$ cat config.mk
export PLATFORM = sky130hd
export DESIGN_NAME = audio_frame_sched
export DESIGN_NICKNAME = d
export VERILOG_FILES = /design/src/rtl/audio_sched_pkg.sv /design/src/rtl/frac_tick_gen.sv /design/src/rtl/audio_frame_sched.sv
export SDC_FILE = /design/constraint.sdc
export NUM_CORES = 1
export LEC_CHECK = 0
export ABC_AREA = 1
export BUFFER_PORTS_ARGS = -buffer_cell sky130_fd_sc_hd__buf_2
export CORE_ASPECT_RATIO = 0.8
export CORE_MARGIN = 8
export CORE_UTILIZATION = 57
export CTS_BUF_LIST = sky130_fd_sc_hd__clkbuf_4 sky130_fd_sc_hd__clkbuf_8 sky130_fd_sc_hd__clkbuf_16
export DETAILED_ROUTE_END_ITERATION = 10
export HOLD_SLACK_MARGIN = 0.12
export PLACE_DENSITY = 0.85
export SLEW_MARGIN = 5
export SYNTH_ARGS = -nofsm -noshare
export SYNTH_HDL_FRONTEND = slang
export SYNTH_SLANG_ARGS = --single-unit
$ cat constraint.sdc
create_clock -name clk -period 2.2 [get_ports clk]
set_clock_uncertainty 0.2 [all_clocks]
set_input_delay 0.11 -clock clk [delete_from_list [all_inputs] [get_ports clk]]
set_output_delay 0.11 -clock clk [all_outputs]
set_load 0.05 [all_outputs]
$ cat src/rtl/audio_sched_pkg.sv
// Shared constants, state encoding and bit-index helper for the audio frame scheduler.
// The fractional clock-enable generator also takes its defaults from here.
package audio_sched_pkg;

    localparam int FRAC_NUM    = 12;
    localparam int FRAC_DEN    = 125;
    localparam int BITS_PER_CH = 24;
    localparam int NUM_CH      = 2;
    localparam int FRAME_BITS  = BITS_PER_CH * NUM_CH;
    localparam int ACC_W       = 8;
    localparam int IDX_W       = 6;

    typedef enum logic [1:0] {
        IDLE     = 2'd0,
        RUN      = 2'd1,
        STOPPING = 2'd2
    } sched_state_t;

    // Next bit position within a frame, wrapping from frame_len-1 back to 0.
    function automatic logic [IDX_W-1:0] next_bit_idx(input logic [IDX_W-1:0] idx,
                                                      input int              frame_len);
        logic [IDX_W-1:0] result;
        if (idx == IDX_W'(frame_len - 1)) begin
            result = '0;
        end else begin
            result = idx + IDX_W'(1);
        end
        return result;
    endfunction

endpackage

$ cat src/rtl/frac_tick_gen.sv
// Fractional-N clock-enable generator: emits NUM enables per DEN clocks,
// spread as evenly as the integer grid allows.
module frac_tick_gen #(
    parameter int NUM   = audio_sched_pkg::FRAC_NUM,
    parameter int DEN   = audio_sched_pkg::FRAC_DEN,
    parameter int ACC_W = audio_sched_pkg::ACC_W
) (
    input  logic clk,
    input  logic reset,
    input  logic en,
    output logic half_tick
);

    logic [ACC_W-1:0] acc_reg;
    logic [ACC_W-1:0] acc_next;
    logic [ACC_W:0]   sum;
    logic             wrap;

    // One extra bit so acc+NUM cannot overflow before the modulus compare.
    assign sum  = {1'b0, acc_reg} + (ACC_W+1)'(NUM);
    assign wrap = (sum >= (ACC_W+1)'(DEN));

    always_comb begin
        acc_next  = '0;
        half_tick = 1'b0;
        if (en) begin
            half_tick = wrap;
            if (wrap) begin
                acc_next = ACC_W'(sum - (ACC_W+1)'(DEN));
            end else begin
                acc_next = sum[ACC_W-1:0];
            end
        end
    end

    always_ff @(posedge clk or negedge reset) begin
        if (!reset) begin
            acc_reg <= '0;
        end else begin
            acc_reg <= acc_next;
        end
    end

endmodule

$ cat src/rtl/audio_frame_sched.sv
// Audio bit clock / frame sequencer: derives bclk, ws, per-bit strobes and frame
// requests from the oscillator clock using a fractional half-tick enable.
module audio_frame_sched #(
    parameter int NUM         = audio_sched_pkg::FRAC_NUM,
    parameter int DEN         = audio_sched_pkg::FRAC_DEN,
    parameter int BITS_PER_CH = audio_sched_pkg::BITS_PER_CH,
    parameter int NUM_CH      = audio_sched_pkg::NUM_CH
) (
    input  logic       clk,
    input  logic       reset,
    input  logic       start,
    input  logic       stop,
    output logic       bclk,
    output logic       ws,
    output logic       bit_shift,
    output logic       bit_sample,
    output logic [5:0] bit_idx,
    output logic       frame_start,
    output logic       sample_req,
    output logic       running
);
    import audio_sched_pkg::*;

    localparam int               FRAME_LEN = BITS_PER_CH * NUM_CH;
    localparam logic [IDX_W-1:0] LAST_IDX  = IDX_W'(FRAME_LEN - 1);
    localparam logic [IDX_W-1:0] RIGHT_IDX = IDX_W'(BITS_PER_CH);

    sched_state_t     state_reg, state_next;
    logic             bclk_reg, bclk_next;
    logic             ws_reg, ws_next;
    logic             bit_shift_reg, bit_shift_next;
    logic             bit_sample_reg, bit_sample_next;
    logic [IDX_W-1:0] bit_idx_reg, bit_idx_next;
    logic             frame_start_reg, frame_start_next;
    logic             sample_req_reg, sample_req_next;
    logic             running_reg, running_next;

    logic             half_tick;
    logic             tick_en;
    logic             at_wrap;
    logic             resume;
    logic [IDX_W-1:0] idx_inc;

    assign tick_en = (state_reg != IDLE);
    assign at_wrap = (bit_idx_reg == LAST_IDX);
    assign idx_inc = next_bit_idx(bit_idx_reg, FRAME_LEN);
    assign resume  = (state_reg == STOPPING) && start && !stop;

    frac_tick_gen #(
        .NUM   (NUM),
        .DEN   (DEN),
        .ACC_W (ACC_W)
    ) u_tick (
        .clk       (clk),
        .reset     (reset),
        .en        (tick_en),
        .half_tick (half_tick)
    );

    always_comb begin
        state_next       = state_reg;
        bclk_next        = bclk_reg;
        ws_next          = ws_reg;
        bit_idx_next     = bit_idx_reg;
        bit_shift_next   = 1'b0;
        bit_sample_next  = 1'b0;
        frame_start_next = 1'b0;
        sample_req_next  = 1'b0;

        case (state_reg)
            IDLE: begin
                bclk_next    = 1'b0;
                ws_next      = 1'b0;
                bit_idx_next = '0;
                if (start && !stop) begin
                    state_next       = RUN;
                    frame_start_next = 1'b1;
                    sample_req_next  = 1'b1;
                end
            end

            RUN, STOPPING: begin
                if (state_reg == RUN && stop) begin
                    state_next = STOPPING;
                end else if (resume) begin
                    state_next = RUN;
                end

                if (half_tick) begin
                    if (!bclk_reg) begin
                        bclk_next       = 1'b1;
                        bit_sample_next = 1'b1;
                    end else begin
                        bclk_next      = 1'b0;
                        bit_shift_next = 1'b1;
                        bit_idx_next   = idx_inc;
                        ws_next        = (idx_inc >= RIGHT_IDX);
                        // A pending stop completes here unless start just rescinded it.
                        if (at_wrap) begin
                            if (state_reg == STOPPING && !resume) begin
                                state_next = IDLE;
                            end else begin
                                frame_start_next = 1'b1;
                                sample_req_next  = 1'b1;
                            end
                        end
                    end
                end
            end

            default: begin
                state_next   = IDLE;
                bclk_next    = 1'b0;
                ws_next      = 1'b0;
                bit_idx_next = '0;
            end
        endcase

        running_next = (state_next != IDLE);
    end

    always_ff @(posedge clk or negedge reset) begin
        if (!reset) begin
            state_reg       <= IDLE;
            bclk_reg        <= 1'b0;
            ws_reg          <= 1'b0;
            bit_shift_reg   <= 1'b0;
            bit_sample_reg  <= 1'b0;
            bit_idx_reg     <= '0;
            frame_start_reg <= 1'b0;
            sample_req_reg  <= 1'b0;
            running_reg     <= 1'b0;
        end else begin
            state_reg       <= state_next;
            bclk_reg        <= bclk_next;
            ws_reg          <= ws_next;
            bit_shift_reg   <= bit_shift_next;
            bit_sample_reg  <= bit_sample_next;
            bit_idx_reg     <= bit_idx_next;
            frame_start_reg <= frame_start_next;
            sample_req_reg  <= sample_req_next;
            running_reg     <= running_next;
        end
    end

    assign bclk        = bclk_reg;
    assign ws          = ws_reg;
    assign bit_shift   = bit_shift_reg;
    assign bit_sample  = bit_sample_reg;
    assign bit_idx     = bit_idx_reg;
    assign frame_start = frame_start_reg;
    assign sample_req  = sample_req_reg;
    assign running     = running_reg;

endmodule
Word-level counts from Yosys, hierarchy flattened
Index checks and enable logic that the tools add are counted.
{"block": "word_totals", "reg_bits": 22, "out_inout_bits": 13}
{"block": "classes", "reduce_logical": 12, "n_eq_ne": 5, "n_lt_le_gt_ge": 2, "add_sub_neg": 3, "muxes": 32}
{"cell": "two-way mux 6 bit", "n": 4}
{"cell": "two-way mux 1 bit", "n": 17}
{"cell": "two-way mux 8 bit", "n": 2}
{"cell": "two-way mux 2 bit", "n": 7}
{"cell": "adder 8 x 4 -> 9 bit, second input constant", "n": 1}
{"cell": ">= comparator 9 x 7 -> 1 bit, second input constant", "n": 1}
{"cell": "subtractor 8 x 7 -> 8 bit, second input constant", "n": 1}
{"cell": "adder 6 x 1 -> 6 bit, second input constant", "n": 1}
{"cell": "== test 6 bit, second input constant", "n": 1}
{"cell": ">= comparator 6 x 5 -> 1 bit, second input constant", "n": 1}
{"cell": "logical AND 1 bit", "n": 5}
{"cell": "inequality test 2 bit, second input constant", "n": 2}
{"cell": "one-hot mux 2 bit (2 select lines)", "n": 1}
{"cell": "nonzero test 2 bit", "n": 2}
{"cell": "== test 2 x 1 -> 1 bit, second input constant", "n": 1}
{"cell": "== test 2 bit, second input constant", "n": 1}
{"cell": "logical NOT 1 bit", "n": 2}
{"cell": "logical NOT 2 bit", "n": 1}
{"cell": "one-hot mux 1 bit (2 select lines)", "n": 1}
{"cell": "AND reduction 2 bit", "n": 1}
{"cell": "OR reduction 2 bit", "n": 1}

Depth between registers and ports, before layout
{"block": "logic_depth", "depth_word": 11, "depth_mapped": 14, "mapped_depth_nobuf": 14}

By module
From an unflattened synthesis, not the netlist that was laid out.
{"block": "hier_totals", "hier_cells": 182, "hier_area_um2": 1411.4}
{"module": "audio_frame_sched", "area_per_inst_um2": 777.0, "cells_each": 94, "seq_area_each_um2": 350.3, "n_inst": 1}
{"module": "frac_tick_gen", "area_per_inst_um2": 634.4, "cells_each": 88, "seq_area_each_um2": 200.2, "n_inst": 1}

Worst setup path after synthesis
OpenSTA, ideal clock, no wires.
{"block": "synth_path", "path_kind": "flip-flop to flip-flop", "startpoint": "register bit_idx_reg[0], in the netlist bit_idx[0]", "endpoint": "register running_reg, in the netlist running", "arrival_ps": 1716, "stages_incl_launch_ff": 11, "synth_period_minus_slack_ps": 2034, "t_required_ps": 1882, "path_buffers": 0, "setup_ps": 118, "slack_ps": 166, "cell_sequence": "dfrtp_1 -> ha_1 -> nand2_1 -> nor2_1 -> nand3_1 -> nor2_1 -> nand4_1 -> nand2_1 -> nand2_1 -> nand2_1 -> nand2_1"}
{"block": "synth_between", "elab_chain_len": 6}
{"element": "start: declaration", "line": "audio_frame_sched.sv:33", "source": "logic [IDX_W-1:0] bit_idx_reg, bit_idx_next;"}
{"element": "start signal: assignment", "line": "audio_frame_sched.sv:139", "source": "bit_idx_reg <= bit_idx_next;"}
{"element": "== test 6 bit", "line": "audio_frame_sched.sv:45", "source": "assign at_wrap = (bit_idx_reg == LAST_IDX);"}
{"element": "two-way mux 2 bit", "line": "audio_frame_sched.sv:99", "source": "if (at_wrap) begin"}
{"element": "two-way mux 2 bit", "line": "audio_frame_sched.sv:90", "source": "if (!bclk_reg) begin"}
{"element": "two-way mux 2 bit", "line": "audio_frame_sched.sv:89", "source": "if (half_tick) begin"}
{"element": "one-hot mux 2 bit (2 select lines)", "line": "audio_frame_sched.sv:70", "source": "case (state_reg)"}
{"element": "nonzero test 2 bit", "line": "audio_frame_sched.sv:119", "source": "running_next = (state_next != IDLE);"}
{"element": "named net running_next", "line": "audio_frame_sched.sv:36", "source": "logic running_reg, running_next;"}
{"element": "end signal: assignment", "line": "audio_frame_sched.sv:142", "source": "running_reg <= running_next;"}
{"element": "end: declaration", "line": "audio_frame_sched.sv:36"}
The timed path passes the listed nets, and every way through them passes these cells.
A chain may end at the register's enable or synchronous reset.

Worst setup path in the final report
{"block": "layout_path", "startpoint": "register u_tick.acc_reg[2]", "endpoint": "register bit_idx_reg[4], in the netlist bit_idx[4]"}
{"block": "layout_between", "elab_chain_len": 5}
{"element": "start: declaration", "line": "frac_tick_gen.sv:14", "source": "logic [ACC_W-1:0] acc_reg;"}
{"element": "start signal: assignment", "line": "frac_tick_gen.sv:40", "source": "acc_reg <= acc_next;"}
{"element": "adder 8 x 4 -> 9 bit", "line": "frac_tick_gen.sv:20", "source": "assign sum = {1'b0, acc_reg} + (ACC_W+1)'(NUM);"}
{"element": ">= comparator 9 x 7 -> 1 bit", "line": "frac_tick_gen.sv:21", "source": "assign wrap = (sum >= (ACC_W+1)'(DEN));"}
{"element": "two-way mux 1 bit", "line": "frac_tick_gen.sv:26", "source": "if (en) begin"}
{"element": "inequality test 2 bit (no source line)"}
{"element": "AND reduction 2 bit (no source line)"}
Every way passes these cells.

==> flow_metrics.env <==
export IMPL_grtUsageMet1_pct=17.0
export IMPL_intPower_uw=828
export IMPL_r2r_cells=11
export IMPL_grt_ovfl_total=0
export IMPL_ys_ff_latch=22
export IMPL_synth_area_leader_cell="dfrtp_1"
export IMPL_clk_path_buf_depth=2
export IMPL_largest_register_ffs=8
export IMPL_p_sw_uw=673
export IMPL_area_growth_pct=17.4
export IMPL_root_buffer="clkbuf_4"
export IMPL_synth_enable_flop_cells=0
export IMPL_worstHoldEndpoint="state_reg[1]"
export IMPL_holdCritPathClass="primary input to register"
export IMPL_slew_headroom_pct=32.8
export IMPL_whs_path_depth=8
export IMPL_pwr_density_cell_nw_per_um2=920
export IMPL_power_frac_seq_pct=35.5
export IMPL_routabilityCongestion=0.843
export IMPL_tightest_slew_ns=1.01
export IMPL_remaining_drc_errors=0
export IMPL_grt_pass1_vias=1246
export IMPL_hold_viol=0
export IMPL_r2r_end="bit_idx[4]"
export IMPL_antenna_cells=0
export IMPL_syn_avg_cell_area_um2=7.94
export IMPL_avgRoutedWirePerCell_um=13.5
export IMPL_reg2reg_slack_ns=0.09
export IMPL_grt_pass1_wl_mm=5.20
export IMPL_maxCapViolCount=0
export IMPL_setup_violations=0
export IMPL_synth_top_cells_by_area="dfrtp_1 (40%), nand2_1 (9.7%), ha_1 (8.1%)"
export IMPL_initial_core_util_pct=58.4
export IMPL_syn_area_um2=1390
export IMPL_synth_top_area_share_pct=39.6
export IMPL_synth_commonest_cells="nand2_1 (36), inv_1 (24), dfrtp_1 (22), nor2_1 (15), nand3_1 (11)"
export IMPL_dieWidth_um=71.2
export IMPL_status="complete, no violations"
export IMPL_final_core_util_pct=68.5
export IMPL_fp_row_count=16
export IMPL_worstHoldStart="start"
export IMPL_busiest_layer="met2"
export IMPL_cp_max_fo=7
export IMPL_vias_per_cell=5.46
export IMPL_dp_hpwl_mm=2.19
export IMPL_clk_latency_ns=0.30
export IMPL_period_needed_ns=2.11
export IMPL_dr_pass1_iters=4
export IMPL_path_buf_inv=1
export IMPL_nFillCells=178
export IMPL_yosys_most_used_dff="dfrtp_1"
export IMPL_timing_fmax_mhz=475
export IMPL_final_antenna_net_count=0
export IMPL_num_vias=1250
export IMPL_dieArea_um2=4280
export IMPL_finalCritPeriodShare_pct=95.7
export IMPL_leakage_nw=0.871
export IMPL_wl_mm=3.10
export IMPL_fp_coreArea_um2=2380
export IMPL_slowest_delay_ns=0.43
export IMPL_ioPinCount=17
export IMPL_swShare_pct=44.8
export IMPL_maxSlewViolCount=0
export IMPL_drt_iter0_drc=88
export IMPL_yosys_warnings=0
export IMPL_grt_use_total_pct=15.2
export IMPL_critPathKind="register to register"
export IMPL_netlist_instances=175
export IMPL_cpLargestDelayFamily="simple AND/OR/NAND/NOR gates"
export IMPL_gr_usage_met3_pct=2.51
export IMPL_synth_cell_types=25
export IMPL_cp_arrival_ns=2.11
export IMPL_async_flop_share_pct=100
export IMPL_peakVddDrop_mv=0.712
export IMPL_h_tree_depth=1
export IMPL_clkPwrFrac_pct=14.6
export IMPL_fin_tns_setup_ns=0
export IMPL_synth_most_common_cell="nand2_1"
export IMPL_start_kind="register"
export IMPL_ys_seq_area_share_pct=39.6
export IMPL_rr_startpoint="u_tick.acc_reg[2]"
export IMPL_comb_power_share_pct=49.9
export IMPL_fin_nets=216
export IMPL_layout_drive_gt1_share_pct=22.8
export IMPL_cts_buffers=3
export IMPL_synth_nets=188
export IMPL_tritoncts="yes"
export IMPL_cp_cell_sequence="inv_2, ha_4, nand3b_1, nor2_4, o21ai_2, nand2_4, nand2_4, nor2_8, nor2_8, nand2_1, o21ai_2"
export IMPL_grt_max_degree=23
export IMPL_antenna_found_initial=0
export IMPL_worstPathRequired_ns=2.20
export IMPL_clkTransAtPathRegs_ns=0.12
export IMPL_slowest_stage="dfrtp_1"
export IMPL_use_met2_pct=26.9
export IMPL_io_buffers=16
export IMPL_cp_end_kind="register"
export IMPL_die_height_um=60.2
export IMPL_clock_sinks=22
timing repair:
item | 4_1_cts | 5_1_grt
setup buffers | 0 | 5
hold buffers | 4 | 0
endpoints found under the hold margin | 25 | 0
endpoints found under the setup margin | 1 | 17
pin swaps | 0 | 3
gates resized for setup | 1 | 6
per-stage QoR:
step	setup slack [ns]	power (mW)	area (um2)	hold slack, ns	instances
after global routing	-0.0331	1.62	1630	0.235	229
after CTS	0.0202	1.41	1570	0.140	224
after detailed placement	-0.0203	1.18	1490	-0.0889	216
after global placement	0.153	1.14	1490	-0.106	216
final	0.0941	1.50	1630	0.159	229
after floorplan	0.166	1.05	1390	-0.386	175
kinds of logic after synthesis:
| family | after synthesis | synth area share, % |
|---|---|---|
| AOI/OAI and AO/OA | 26 | 10.3 |
| and+or+nand+nor | 86 | 31.8 |
| buffers and inverters | 29 | 8.37 |
| xor gates and xnor gates | 3 | 1.89 |
| adders and majority gates | 9 | 8.10 |
| DFF | 22 | 39.6 |
power groups by stage:
stage / clock [mW] / combinational (mW) / sequential, mW
3_5_place_dp: 0 / 0.642 / 0.535
4_1_cts: 0.230 / 0.650 / 0.527
5_1_grt: 0.245 / 0.831 / 0.542
3_3_place_gp: 0 / 0.609 / 0.532
6_report: 0.220 / 0.748 / 0.533
2_1_floorplan: 0 / 0.489 / 0.557
cells in the final DEF, fill, tap and decap left out:
master,n
nand3_1,11
ha_1,8
nand2_4,3
nand2_2,4
nand4_1,6
o21ai_2,2
buf_2,16
nor2_1,15
o21ai_1,5
ha_4,1
a211oi_1,1
xor2_2,1
nor2_4,2
o21bai_2,1
nor2_8,2
nand2_1,36
dlygate4sd3_1,4
dfrtp_1,22
inv_2,4
o21ai_0,9
buf_4,5
nand3b_1,2
inv_1,23
clkbuf_8,1
or2_2,1
xnor2_1,2
clkbuf_4,3
a21oi_1,8
nor3_1,4
worst reg2reg max path: cells and delay by family, from the launching register on:
family	cells	cell delay (ns)
compound gates	2	0.14
fa+ha+maj	1	0.21
buf+inv	1	0.12
flops	1	0.43
simple gates	7	0.91
how the worst max path moves through the flow:
| stage | slack, ns | cells after the start | end | startpoint |
|---|---|---|---|---|
| 3_3_place_gp | 0.15 | 12 | bit_idx[3] | u_tick.acc_reg[2] |
| 2_1_floorplan | 0.17 | 10 | running | bit_idx[0] |
| 5_1_grt | -0.03 | 14 | bit_idx[1] | u_tick.acc_reg[2] |
| 4_1_cts | 0.02 | 11 | u_tick.acc_reg[6] | u_tick.acc_reg[2] |
| 6_report | 0.09 | 11 | bit_idx[4] | u_tick.acc_reg[2] |
| 3_5_place_dp | -0.02 | 11 | u_tick.acc_reg[6] | u_tick.acc_reg[2] |
metal layers:
| metal | wire, um | vias up | share of wire, % |
|---|---|---|---|
| li1 | - | 620 | - |
| met1 | 1320 | 579 | 42 |
| met2 | 1590 | 41 | 51 |
| met3 | 119 | 10 | 3.8 |
| met4 | 70 | 0 | 2.3 |
| met5 | 0 | - | 0 |
cell type report:
| type | instances | area [um2] | share of cell area [%] |
|---|---|---|---|
| timing repair buffer | 25 | 158 | 9.66 |
| inverter | 27 | 101 | 6.21 |
| sequential | 22 | 551 | 33.7 |
| clock buffer | 4 | 36.3 | 2.22 |
| tap | 27 | 33.8 | 2.07 |
| multi-input combinational | 124 | 752 | 46.1 |
(Power assumes the default switching activity.)
